`config.mk`:
```
export PLATFORM = sky130hd
export DESIGN_NAME = scene_renderer_flat
export DESIGN_NICKNAME = d
export VERILOG_FILES = /design/src/rtl/scene_renderer_if.sv /design/src/rtl/scene_renderer.sv /design/src/flat_wrapper.sv
export SDC_FILE = /design/constraint.sdc
export NUM_CORES = 1
export LEC_CHECK = 0
export ABC_AREA = 0
export CAP_MARGIN = 20
export CORE_MARGIN = 2
export CORE_UTILIZATION = 50
export CTS_CLUSTER_SIZE = 30
export DETAILED_ROUTE_END_ITERATION = 10
export PLACE_DENSITY = 0.76
export SLEW_MARGIN = 40
export SYNTH_ARGS = -nofsm -noshare
export SYNTH_HDL_FRONTEND = slang
export SYNTH_SLANG_ARGS = --single-unit
```
`constraint.sdc`:
```
create_clock -name CLK -period 3 [get_ports CLK]
set_input_delay 0.6 -clock CLK [delete_from_list [all_inputs] [get_ports CLK]]
set_output_delay 0.6 -clock CLK [all_outputs]
set_load 0.1 [all_outputs]
```
`src/rtl/scene_renderer_if.sv`:
```
// Signal bundle between the VGA timing generator / GamePhysics side and the
// scene renderer.
//   master : drives pixel coordinates, ball/paddle state, BALL_LOST and the
//            block-state read data; observes the renderer outputs.
//   slave  : the renderer; drives BLOCK_ADDR, START_UPDATE, RGB, RGB_VALID.
interface scene_renderer_if;
  logic [9:0] PIXEL_X;
  logic [9:0] PIXEL_Y;
  logic       PIXEL_VISIBLE;
  logic [9:0] PADDLE_X_PIXEL;
  logic [9:0] BALL_X_PIXEL;
  logic [9:0] BALL_Y_PIXEL;
  logic       BALL_LOST;
  logic [6:0] BLOCK_ADDR;
  logic       BLOCK_ALIVE;
  logic       START_UPDATE;
  logic [7:0] RGB;
  logic       RGB_VALID;

  modport master (
    output PIXEL_X, PIXEL_Y, PIXEL_VISIBLE, PADDLE_X_PIXEL, BALL_X_PIXEL,
           BALL_Y_PIXEL, BALL_LOST, BLOCK_ALIVE,
    input  BLOCK_ADDR, START_UPDATE, RGB, RGB_VALID
  );

  modport slave (
    input  PIXEL_X, PIXEL_Y, PIXEL_VISIBLE, PADDLE_X_PIXEL, BALL_X_PIXEL,
           BALL_Y_PIXEL, BALL_LOST, BLOCK_ALIVE,
    output BLOCK_ADDR, START_UPDATE, RGB, RGB_VALID
  );
endinterface

```
`src/rtl/scene_renderer.sv`:
```
// scene_renderer: per-pixel colour generator between the VGA timing generator
// and the DAC pins.
//   CLK, RESET : system clock, synchronous active-high reset
//   bus.slave  : pixel stream in, ball/paddle/BALL_LOST from GamePhysics,
//                block-state read port (BLOCK_ADDR out, BLOCK_ALIVE in one
//                cycle later), START_UPDATE pulse out, registered RGB and
//                RGB_VALID out (three edges after the pixel is sampled).
// The horizontal visible extent is taken entirely from PIXEL_VISIBLE, so no
// line-width parameter is needed here.
module scene_renderer #(
  parameter int V_ACTIVE   = 480,
  parameter int BLOCK_X0   = 32,
  parameter int BLOCK_Y0   = 64,
  parameter int BLOCK_COLS = 9,
  parameter int BLOCK_ROWS = 8,
  parameter int BALL_SIZE  = 8,
  parameter int PADDLE_LEN = 64,
  parameter int PADDLE_Y   = 448,
  parameter int WALL_L_X   = 16,
  parameter int WALL_R_X   = 616,
  parameter int CEIL_Y     = 48
) (
  input logic             CLK,
  input logic             RESET,
  scene_renderer_if.slave bus
);

  // Address one past the last block; the block RAM always reads it as dead.
  localparam logic [6:0] DUMMY_ADDR = 7'(BLOCK_COLS * BLOCK_ROWS);
  localparam logic [9:0] GRID_W     = 10'(64 * BLOCK_COLS);
  localparam logic [9:0] GRID_H     = 10'(16 * BLOCK_ROWS);

  typedef struct packed {
    logic       vis;
    logic       lost;
    logic       ball;
    logic       paddle;
    logic       block;   // in grid and not on a block border
    logic       wall;
    logic [2:0] row;
  } flags_t;

  function automatic logic [7:0] row_colour(input logic [2:0] row);
    case (row)
      3'd0:    return 8'hE0;
      3'd1:    return 8'hEC;
      3'd2:    return 8'hFC;
      3'd3:    return 8'h1C;
      3'd4:    return 8'h1F;
      3'd5:    return 8'h03;
      3'd6:    return 8'hE3;
      default: return 8'h92;
    endcase
  endfunction

  // Half-open span test on 11-bit values so lo+len never wraps.
  function automatic logic in_span(input logic [10:0] v, input logic [10:0] lo,
                                   input logic [10:0] len);
    return (v >= lo) && (v < lo + len);
  endfunction

  logic [9:0]  ball_x_q, ball_x_d, ball_y_q, ball_y_d, paddle_x_q, paddle_x_d;
  logic        vis_prev_q, vis_prev_d, start_q, start_d;
  logic [6:0]  block_addr_q, block_addr_d;
  flags_t      s1_q, s1_d, s2_q, s2_d;
  logic [7:0]  rgb_q, rgb_d;
  logic        rgb_valid_q, rgb_valid_d;

  logic [9:0]  dx, dy;
  logic [10:0] x11, y11;
  logic        in_grid;

  // NOTE: every always_comb output gets a default at the top so no path
  // leaves it unassigned, which would otherwise infer a latch.
  always_comb begin
    ball_x_d   = ball_x_q;
    ball_y_d   = ball_y_q;
    paddle_x_d = paddle_x_q;

    // Snapshot during the blank line after the last visible line, so a whole
    // frame is drawn from one consistent set of positions.
    if (bus.PIXEL_Y == 10'(V_ACTIVE) && !bus.PIXEL_VISIBLE) begin
      ball_x_d   = bus.BALL_X_PIXEL;
      ball_y_d   = bus.BALL_Y_PIXEL;
      paddle_x_d = bus.PADDLE_X_PIXEL;
    end

    // Underflow wraps to a large value and falls out of range naturally.
    dx      = bus.PIXEL_X - 10'(BLOCK_X0);
    dy      = bus.PIXEL_Y - 10'(BLOCK_Y0);
    in_grid = (dx < GRID_W) && (dy < GRID_H);
    block_addr_d = in_grid ? 7'(dy[9:4]) * 7'(BLOCK_COLS) + 7'(dx[9:6])
                           : DUMMY_ADDR;

    x11 = {1'b0, bus.PIXEL_X};
    y11 = {1'b0, bus.PIXEL_Y};

    s1_d.vis    = bus.PIXEL_VISIBLE;
    s1_d.lost   = bus.BALL_LOST;
    s1_d.ball   = in_span(x11, {1'b0, ball_x_q}, 11'(BALL_SIZE)) &&
                  in_span(y11, {1'b0, ball_y_q}, 11'(BALL_SIZE));
    s1_d.paddle = in_span(x11, {1'b0, paddle_x_q}, 11'(PADDLE_LEN)) &&
                  in_span(y11, 11'(PADDLE_Y), 11'd8);
    s1_d.block  = in_grid && (dx[5:0] != 6'd0) && (dy[3:0] != 4'd0);
    // Side walls run from the ceiling down; the ceiling bridges both walls.
    s1_d.wall   = ((in_span(x11, 11'(WALL_L_X), 11'd8) ||
                    in_span(x11, 11'(WALL_R_X), 11'd8)) && (y11 >= 11'(CEIL_Y))) ||
                  (in_span(y11, 11'(CEIL_Y), 11'd8) &&
                   in_span(x11, 11'(WALL_L_X), 11'(WALL_R_X - WALL_L_X + 8)));
    s1_d.row    = dy[6:4];

    // Second stage only waits for the block RAM read data to arrive.
    s2_d = s1_q;

    rgb_d = 8'h00;
    if (s2_q.vis) begin
      if (s2_q.ball)                         rgb_d = 8'hFF;
      else if (s2_q.paddle)                  rgb_d = 8'h1F;
      else if (s2_q.block && bus.BLOCK_ALIVE) rgb_d = row_colour(s2_q.row);
      else if (s2_q.wall)                    rgb_d = 8'h92;
      else if (s2_q.lost)                    rgb_d = 8'h60;
    end
    rgb_valid_d = s2_q.vis;

    // Falling edge of PIXEL_VISIBLE on the last visible line.
    vis_prev_d = bus.PIXEL_VISIBLE;
    start_d    = vis_prev_q && !bus.PIXEL_VISIBLE &&
                 (bus.PIXEL_Y == 10'(V_ACTIVE - 1));
  end

  // NOTE: state is updated with non-blocking assignments only, so every flop
  // samples the pre-edge value of its neighbours regardless of statement order.
  always_ff @(posedge CLK) begin
    if (RESET) begin
      ball_x_q     <= '0;
      ball_y_q     <= '0;
      paddle_x_q   <= '0;
      vis_prev_q   <= 1'b0;
      start_q      <= 1'b0;
      block_addr_q <= DUMMY_ADDR;
      s1_q         <= '0;
      s2_q         <= '0;
      rgb_q        <= '0;
      rgb_valid_q  <= 1'b0;
    end else begin
      ball_x_q     <= ball_x_d;
      ball_y_q     <= ball_y_d;
      paddle_x_q   <= paddle_x_d;
      vis_prev_q   <= vis_prev_d;
      start_q      <= start_d;
      block_addr_q <= block_addr_d;
      s1_q         <= s1_d;
      s2_q         <= s2_d;
      rgb_q        <= rgb_d;
      rgb_valid_q  <= rgb_valid_d;
    end
  end

  assign bus.BLOCK_ADDR   = block_addr_q;
  assign bus.START_UPDATE = start_q;
  assign bus.RGB          = rgb_q;
  assign bus.RGB_VALID    = rgb_valid_q;

endmodule

```
`src/flat_wrapper.sv`:
```
// flat-port wrapper written by rule: the top's interface ports become plain ports
module scene_renderer_flat 
#(
  parameter int V_ACTIVE   = 480,
  parameter int BLOCK_X0   = 32,
  parameter int BLOCK_Y0   = 64,
  parameter int BLOCK_COLS = 9,
  parameter int BLOCK_ROWS = 8,
  parameter int BALL_SIZE  = 8,
  parameter int PADDLE_LEN = 64,
  parameter int PADDLE_Y   = 448,
  parameter int WALL_L_X   = 16,
  parameter int WALL_R_X   = 616,
  parameter int CEIL_Y     = 48
)
  (CLK, RESET, bus_PIXEL_X, bus_PIXEL_Y, bus_PIXEL_VISIBLE, bus_PADDLE_X_PIXEL, bus_BALL_X_PIXEL, bus_BALL_Y_PIXEL, bus_BALL_LOST, bus_BLOCK_ALIVE, bus_BLOCK_ADDR, bus_START_UPDATE, bus_RGB, bus_RGB_VALID);
  scene_renderer_if bus_i ();
  input logic CLK;
  input logic RESET;
  input wire logic [$bits(bus_i.PIXEL_X)-1:0] bus_PIXEL_X;
  input wire logic [$bits(bus_i.PIXEL_Y)-1:0] bus_PIXEL_Y;
  input wire logic [$bits(bus_i.PIXEL_VISIBLE)-1:0] bus_PIXEL_VISIBLE;
  input wire logic [$bits(bus_i.PADDLE_X_PIXEL)-1:0] bus_PADDLE_X_PIXEL;
  input wire logic [$bits(bus_i.BALL_X_PIXEL)-1:0] bus_BALL_X_PIXEL;
  input wire logic [$bits(bus_i.BALL_Y_PIXEL)-1:0] bus_BALL_Y_PIXEL;
  input wire logic [$bits(bus_i.BALL_LOST)-1:0] bus_BALL_LOST;
  input wire logic [$bits(bus_i.BLOCK_ALIVE)-1:0] bus_BLOCK_ALIVE;
  output wire logic [$bits(bus_i.BLOCK_ADDR)-1:0] bus_BLOCK_ADDR;
  output wire logic [$bits(bus_i.START_UPDATE)-1:0] bus_START_UPDATE;
  output wire logic [$bits(bus_i.RGB)-1:0] bus_RGB;
  output wire logic [$bits(bus_i.RGB_VALID)-1:0] bus_RGB_VALID;
  assign bus_i.PIXEL_X = bus_PIXEL_X;
  assign bus_i.PIXEL_Y = bus_PIXEL_Y;
  assign bus_i.PIXEL_VISIBLE = bus_PIXEL_VISIBLE;
  assign bus_i.PADDLE_X_PIXEL = bus_PADDLE_X_PIXEL;
  assign bus_i.BALL_X_PIXEL = bus_BALL_X_PIXEL;
  assign bus_i.BALL_Y_PIXEL = bus_BALL_Y_PIXEL;
  assign bus_i.BALL_LOST = bus_BALL_LOST;
  assign bus_i.BLOCK_ALIVE = bus_BLOCK_ALIVE;
  assign bus_BLOCK_ADDR = bus_i.BLOCK_ADDR;
  assign bus_START_UPDATE = bus_i.START_UPDATE;
  assign bus_RGB = bus_i.RGB;
  assign bus_RGB_VALID = bus_i.RGB_VALID;
  scene_renderer #(.V_ACTIVE(V_ACTIVE), .BLOCK_X0(BLOCK_X0), .BLOCK_Y0(BLOCK_Y0), .BLOCK_COLS(BLOCK_COLS), .BLOCK_ROWS(BLOCK_ROWS), .BALL_SIZE(BALL_SIZE), .PADDLE_LEN(PADDLE_LEN), .PADDLE_Y(PADDLE_Y), .WALL_L_X(WALL_L_X), .WALL_R_X(WALL_R_X), .CEIL_Y(CEIL_Y)) u_core (.CLK(CLK), .RESET(RESET), .bus(bus_i));
endmodule
```
==> implementation parameters, run 1 <==
Parameter                              Value

Outcome
  Status    finished clean

Yosys
  Total nets after synthesis    614
  Ys flop type    dfxtp_1
  Number of warnings issued by yosys    0
  Yosys cell types    45
  Fraction of synthesized cell area taken by the top area cell type    30.92%
  Synthesized netlist cell count    489
  Synth Cell Area    4079 um^2
  Syn avg cell area    8.341 um^2
  Post-synth EDFFs    0
  Largest cells by area after synthesis    dfxtp_1 (31%), ha_1 (21%), nand2_1 (7.0%)
  Cell taking the most area after synthesis    dfxtp_1
  Fraction of registers with async set or reset after synthesis    0%
  Seq cells post-synth    63
  Register area share after synthesis    30.92%

Critical path
  Nature of the critical path startpoint    primary input
  Data required time of the critical path    3.23 ns
  Most used cell, CP    ha_1
  Signal arrival time at the worst endpoint    3.07 ns
  Biggest cell delay along the critical path    0.49 ns
  Cell with the largest stage delay on the worst path    clkdlybuf4s50_1
  Classification of the worst setup path    in2reg
  Ordered cell list for the critical path    clkdlybuf4s50_1, inv_1, ha_1, xor2_1, ha_1, ha_1, ha_1, o21ai_1, o21bai_1, a21oi_1, xnor2_1, nand2_1
  Worst Path Max Fanout    2
  Element type at the critical path end    flop

Timing
  Unrepaired setup endpoints after global routing    false
  Number of endpoints failing setup at the final stage    0
  Number of endpoints with negative hold slack in the final report    0
  Final clock period utilization by the worst path    94.55%
  TNS Setup    0 ns
  Post-route worst setup slack    0.1634 ns
  Maximum operating frequency    352.5 MHz
  Final Max Slew Viols    0
  Fin crit period    2.837 ns
  Worst clock skew on the final layout    0.005576 ns
  Least-Margin Pin Slew    0.4288 ns
  Max transition margin    70.67%

Placement
  HPWL after detailed placement    7374 um
  Input/output buffers    71
  Pre-CTS setup slack    -0.2674 ns
  Standard cell area after detailed placement    4984 um^2
  Weighted congestion reported at the end of routability-driven placement    0.8689

Layout
  Core occupancy in the finished layout    66.09%
  Fill cell total of the finished layout    686
  Diodes inserted    0
  Nets@finish    707
  Proportion of layout cells with a drive suffix above 1    12.10%
  Layout overhead on the synthesized area    26.50%
  Post-route cell area    5160 um^2
  Area used by multi-input combinational logic    2575 um^2
  Sequential standard cell area    1261 um^2

CTS
  Max Root-Sink Buffers    2
  CTS Root Cell    clkbuf_8
  Clock H-tree levels    3
  Clock latency at the later pin of the worst-skew pair    0.35 ns
  Post-CTS clock slew at the launch and capture registers of the worst setup and hold paths    0.08 ns
  Clock Sinks    63
  Num CTS Buffers    9
  CTS tree    yes
  CTS Hold Buffers Added    0

Route
  Pre-Repair DR Iteration Count    4
  Via count normalized by instance count    5.234
  DRC viols    0
  Total wire length after detailed routing    9226 um
  Remaining antenna violation count after routing    0
  Routed wirelength normalized by instance count    13.39 um
  Number of vias in the routed layout    3,606
  Initial DRC count    110

Global routing
  Maximum number of pins on one net before global-route repair    34
  Antenna violations before repair    0
  Global-route wire length before repair    15,610 um
  Overflow left after global routing    0
  Vias in the first global route    3,599
  All-layer global routing usage    22.52%

Flow run
  Number of maximum-capacitance violations    0

Floorplanning
  Starting Density    52.24%
  Boundary pin count    72
  Area of the die    8896 um^2
  Number of placement rows    32
  Chip height    94.32 um
  Die Span X    94.32 um
  Standard cell core area    7807 um^2

Power
  Pwr Density    371.9 nW/um^2
  Static Leakage    2.035 nW
  Maximum VDD drop    0.0002251 V
  Total power    0.001919 W

Min path
  Min-Delay Path Class    reg2reg
sequential cells by signal (all words and copies together) (netlist names):
signal and count:
u_core.rgb_valid_d 1, u_core.ball_y_q 10, u_core.s1_q 8, u_core.vis_prev_q 1
u_core.paddle_x_q 10, u_core.bus.BLOCK_ADDR 7, u_core.bus.RGB 6, u_core.bus.RGB_VALID 1
u_core.s2_q 8, u_core.bus.START_UPDATE 1, u_core.ball_x_q 10
routing by layer:
layer	vias to the layer above	part of all wire [%]	track usage, %
li1	1881	-	-
met1	1619	44	25.89
met2	89	48	40.48
met3	17	5.2	5.217
met4	0	2.4	8.454
met5	-	0	0
synth_stat cells (2+ instances only):
cell type	number
a2111oi_0	3
a211oi_1	9
a21o_1	6
a21oi_1	45
a21oi_2	6
a31oi_1	3
and2_1	5
and3_1	4
and4_1	2
buf_2	3
buf_4	2
buf_6	3
clkbuf_1	6
dfxtp_1	63
ha_1	69
inv_1	43
nand2_1	76
nand2b_1	7
nand3_1	21
nand3b_1	3
nand4_1	5
nand4b_1	2
nor2_1	15
nor2b_1	17
nor3_1	8
nor4_1	5
o211ai_1	2
o21a_1	2
o21ai_0	13
or3_1	4
or4_1	2
xnor2_1	19
xor2_1	4
where the power goes:
group          internal [W]  total, W  switching [W]
registers          0.000847  0.000851     0.00000410
clock network      0.000299  0.000663       0.000364
logic              0.000207  0.000406       0.000199
total               0.00135   0.00192       0.000567
final cells by class:
| class | instances | share of cell area [%] |
|---|---|---|
| Inverter | 43 | 3.128 |
| Clock buffer | 9 | 2.401 |
| Clock inverter | 7 | 0.9214 |
| Tap cell | 102 | 2.473 |
| Sequential cell | 63 | 24.44 |
| Multi-Input combinational cell | 369 | 49.90 |
| Timing Repair Buffer | 96 | 16.73 |
path summary, 6_finish.rpt:
| kind | from | end | slack, ns | depth (start not counted) |
|---|---|---|---|---|
| worst max register to register | u_core.ball_y_q[3] | u_core.s1_q[6] | 0.48 | 10 |
| worst max-delay path | bus_PIXEL_Y[6] | u_core.bus.BLOCK_ADDR[6] | 0.16 | 12 |
| worst min-delay path | u_core.s1_q[2] | u_core.s2_q[2] | 0.44 | 1 |
| worst min register to register | u_core.s1_q[2] | u_core.s2_q[2] | 0.44 | 1 |
metrics by stage:
step,instances,hold slack [ns]
global route,689,0.4613
detailed placement,673,0.4269
global placement,673,0.4168
finish,689,0.4415
floorplan,489,0.4138
CTS,689,0.4422
timing repair:
| item | in CTS | in global routing |
|---|---|---|
| buffers inserted | 0 | 0 |
| endpoints found under the setup margin | 0 | 1 |
| gates resized for setup | 0 | 2 |
| endpoints found under the hold margin | 0 | 0 |
critical path, delay by kind of cell:
family / cells / cell delay [ns]
buffers and inverters: 2 / 0.56
AND/OR/NAND/NOR: 1 / 0.06
XOR/XNOR: 2 / 0.33
adder cells (fa/ha/maj): 4 / 1.10
AO/OA/AOI/OAI: 3 / 0.41
logic make-up (layout without fill, tap and decap cells):
family | count (synthesis) | after routing | synth area share [%]
adder cells (fa/ha/maj) | 70 | 70 | 21.66
AND/OR/NAND/NOR | 180 | 180 | 21.93
flip-flops | 63 | 63 | 30.92
buffers and inverters | 57 | 155 | 6.073
XOR/XNOR | 23 | 23 | 4.939
AO/OA/AOI/OAI | 96 | 96 | 14.48
cell usage in the layout (no fill, tap or decap), types with 6 or more instances in the layout:
cell type,n
a21oi_2,6
o21ai_0,12
nor2_1,15
nor2b_1,17
buf_4,41
nor3_1,8
nand3_1,21
nand2b_1,7
inv_1,43
a21o_1,6
dfxtp_1,63
xnor2_1,19
clkbuf_8,9
nand2_1,76
a211oi_1,8
clkdlybuf4s50_1,53
a21oi_1,45
ha_1,69
No activity file was read; power rests on OpenSTA's default activity.
==> inputs of run 2 (changes only) <==
==> constraint.sdc (replaced) <==
create_clock -name CLK -period 3.5 [get_ports CLK]
set_input_delay 0.7 -clock CLK [delete_from_list [all_inputs] [get_ports CLK]]
set_output_delay 0.7 -clock CLK [all_outputs]
set_load 0.1 [all_outputs]
==> implementation parameters, run 2 (same netlist as run 1, synthesis figures left out) <==
Parameter                              Value

Timing
  Fin crit period    3.093 ns
  Number of endpoints failing setup at the final stage    0 (unchanged)
  Max transition margin    63.93% (-6.7 points)
  Final clock period utilization by the worst path    88.37%
  Unrepaired setup endpoints after global routing    false
  TNS Setup    0 ns (unchanged)
  Least-Margin Pin Slew    0.5411 ns (+0.1123 ns)
  Final Max Slew Viols    0 (unchanged)
  Final Hold Slack    0.4373 ns (-0.004175 ns)
  Worst clock skew on the final layout    0.007036 ns (+0.001459 ns)
  Maximum operating frequency    323.3 MHz
  Post-route worst setup slack    0.4069 ns (+0.2436 ns)
  Number of endpoints with negative hold slack in the final report    0 (unchanged)

Critical path
  Nature of the critical path startpoint    primary input
  Worst Path Max Fanout    4 (+2)
  Classification of the worst setup path    in2reg
  Cell with the largest stage delay on the worst path    clkdlybuf4s50_1
  Element type at the critical path end    flop
  Data required time of the critical path    3.74 ns (+0.51 ns)
  Signal arrival time at the worst endpoint    3.33 ns (+0.26 ns)
  Flop2flop setup slack    1.02 ns (+0.54 ns)
  Number of buffers and inverters on the critical path    3 (+1)
  Ordered cell list for the critical path    clkdlybuf4s50_1, inv_1, ha_1, inv_1, ha_1, ha_1, ha_1, o21ai_0, o21bai_1, a21oi_1, xnor2_1, nand2_1
  Biggest cell delay along the critical path    0.50 ns (about the same)
  Cell type group with the largest total delay on the critical path    adder cells
  Most used cell, CP    ha_1

Route
  Pre-Repair DR Iteration Count    4 (unchanged)
  Initial DRC count    166 (+51%)
  Total wire length after detailed routing    9147 um (-0.86%)
  Number of vias in the routed layout    3,571 (-0.97%)
  DRC viols    0 (unchanged)
  Routed wirelength normalized by instance count    13.57 um (+1.4%)
  Remaining antenna violation count after routing    0 (unchanged)
  Via count normalized by instance count    5.298 (+1.2%)

Placement
  Pre-CTS setup slack    0.1022 ns (+0.3696 ns)
  Input/output buffers    71 (unchanged)
  HPWL after detailed placement    7119 um (-3.5%)
  Instance count after placement with tap cells included    658 (-2.2%)
  Weighted congestion reported at the end of routability-driven placement    0.8667 (-0.25%)

Global routing
  Global-route wire length before repair    15,170 um (-2.9%)
  All-layer global routing usage    21.97% (-0.55 points)
  Vias in the first global route    3,424 (-4.9%)
  Overflow left after global routing    0 (unchanged)
  Antenna violations before repair    0 (unchanged)
  Maximum number of pins on one net before global-route repair    50 (+47%)

Floorplanning
  Starting Density    52.24% (unchanged)
  Standard cell core area    7807 um^2 (unchanged)
  Area of the die    8896 um^2 (unchanged)
  Die Span X    94.32 um (unchanged)
  Number of placement rows    32 (unchanged)
  Chip height    94.32 um (unchanged)
  Boundary pin count    72 (unchanged)

CTS
  Post-CTS setup buffer count    0 (unchanged)
  CTS Hold Buffers Added    0 (unchanged)
  CTS Root Cell    clkbuf_8
  CTS tree    yes
  Max Root-Sink Buffers    2 (unchanged)
  Clock latency at the later pin of the worst-skew pair    0.35 ns (about the same)
  Clock H-tree levels    3 (unchanged)
  Post-CTS clock slew at the launch and capture registers of the worst setup and hold paths    0.08 ns (about the same)
  Num CTS Buffers    9 (unchanged)
  PostCTS Resize Cnt    0 (unchanged)
  Clock Sinks    63 (unchanged)

Layout
  Proportion of layout cells with a drive suffix above 1    9.615% (-2.5 points)
  Layout overhead on the synthesized area    22.33%
  Nets@finish    692 (-2.1%)
  Count of non-filler cells in the finished layout    674 (-2.2%)
  Most common cell after layout, fill and taps aside    nand2_1
  Top flop regs    u_core.ball_x_q: 10 flops, u_core.ball_y_q: 10 flops, u_core.paddle_x_q: 10 flops
  Diodes inserted    0 (unchanged)
  Fill cell total of the finished layout    713 (+3.9%)
  Most frequent cells in the layout    nand2_1 (76), ha_1 (69), dfxtp_1 (63), clkdlybuf4s50_1 (53), a21oi_1 (45)

Power
  Pwr Density    323.5 nW/um^2 (-13%)
  Maximum VDD drop    0.0001618 V (-28%)
  Total power    0.001614 W (-16%)
  Static Leakage    1.953 nW (-4.1%)

Flow run
  Number of maximum-capacitance violations    0 (unchanged)

Outcome
  Status    finished clean

Min path
  Min-Delay Path Class    reg2reg
==> run 2: cell count changes in the layout (fill, tap and decap cells not counted), sizes merged <==
cell / change
buf: -15
==> run 2: worst paths after layout <==
kind | start | end | cells after the start
max reg2reg | u_core.ball_y_q[3] | u_core.s1_q[6] | 10
max | bus_PIXEL_Y[6] | u_core.bus.BLOCK_ADDR[6] | 12
min reg2reg | u_core.s1_q[2] | u_core.s2_q[2] | 1
min | u_core.s1_q[2] | u_core.s2_q[2] | 1
==> run 2: per-layer routing <==
metal  vias to the layer above  share of wire [%]  global-route usage [%]
met5                         -                  0                       0
met2                        75                 49                   38.33
li1                       1844                  -                       -
met3                        20                3.9                   3.852
met4                         0                2.7                   11.23
met1                      1632                 45                   25.75
==> run 2: metrics by stage <==
step	area [um^2]	utilization, %
4_1_cts	4990	63.91
5_1_grt	4990	63.91
3_5_place_dp	4818	61.71
3_3_place_gp	4901	62.77
2_1_floorplan	4079	-
6_report	4990	63.91
==> run 2: report_power, final <==
group	leakage, nW	internal [W]	total (W)	switching, W
registers	0.510	0.000726	0.000729	0.00000338
clock network	0.0854	0.000256	0.000566	0.000311
logic	1.36	0.000155	0.000319	0.000164
total	1.95	0.00114	0.00161	0.000478
==> run 2: layout make-up <==
class	instances	area [um^2]	area share, %
Sequential cell	63	1261	25.28
Clock inverter	7	47.55	0.9529
Multi-Input combinational cell	369	2570	51.50
Clock buffer	9	123.9	2.482
Timing Repair Buffer	81	698.2	13.99
Inverter	43	161.4	3.235
Tap cell	102	127.6	2.558
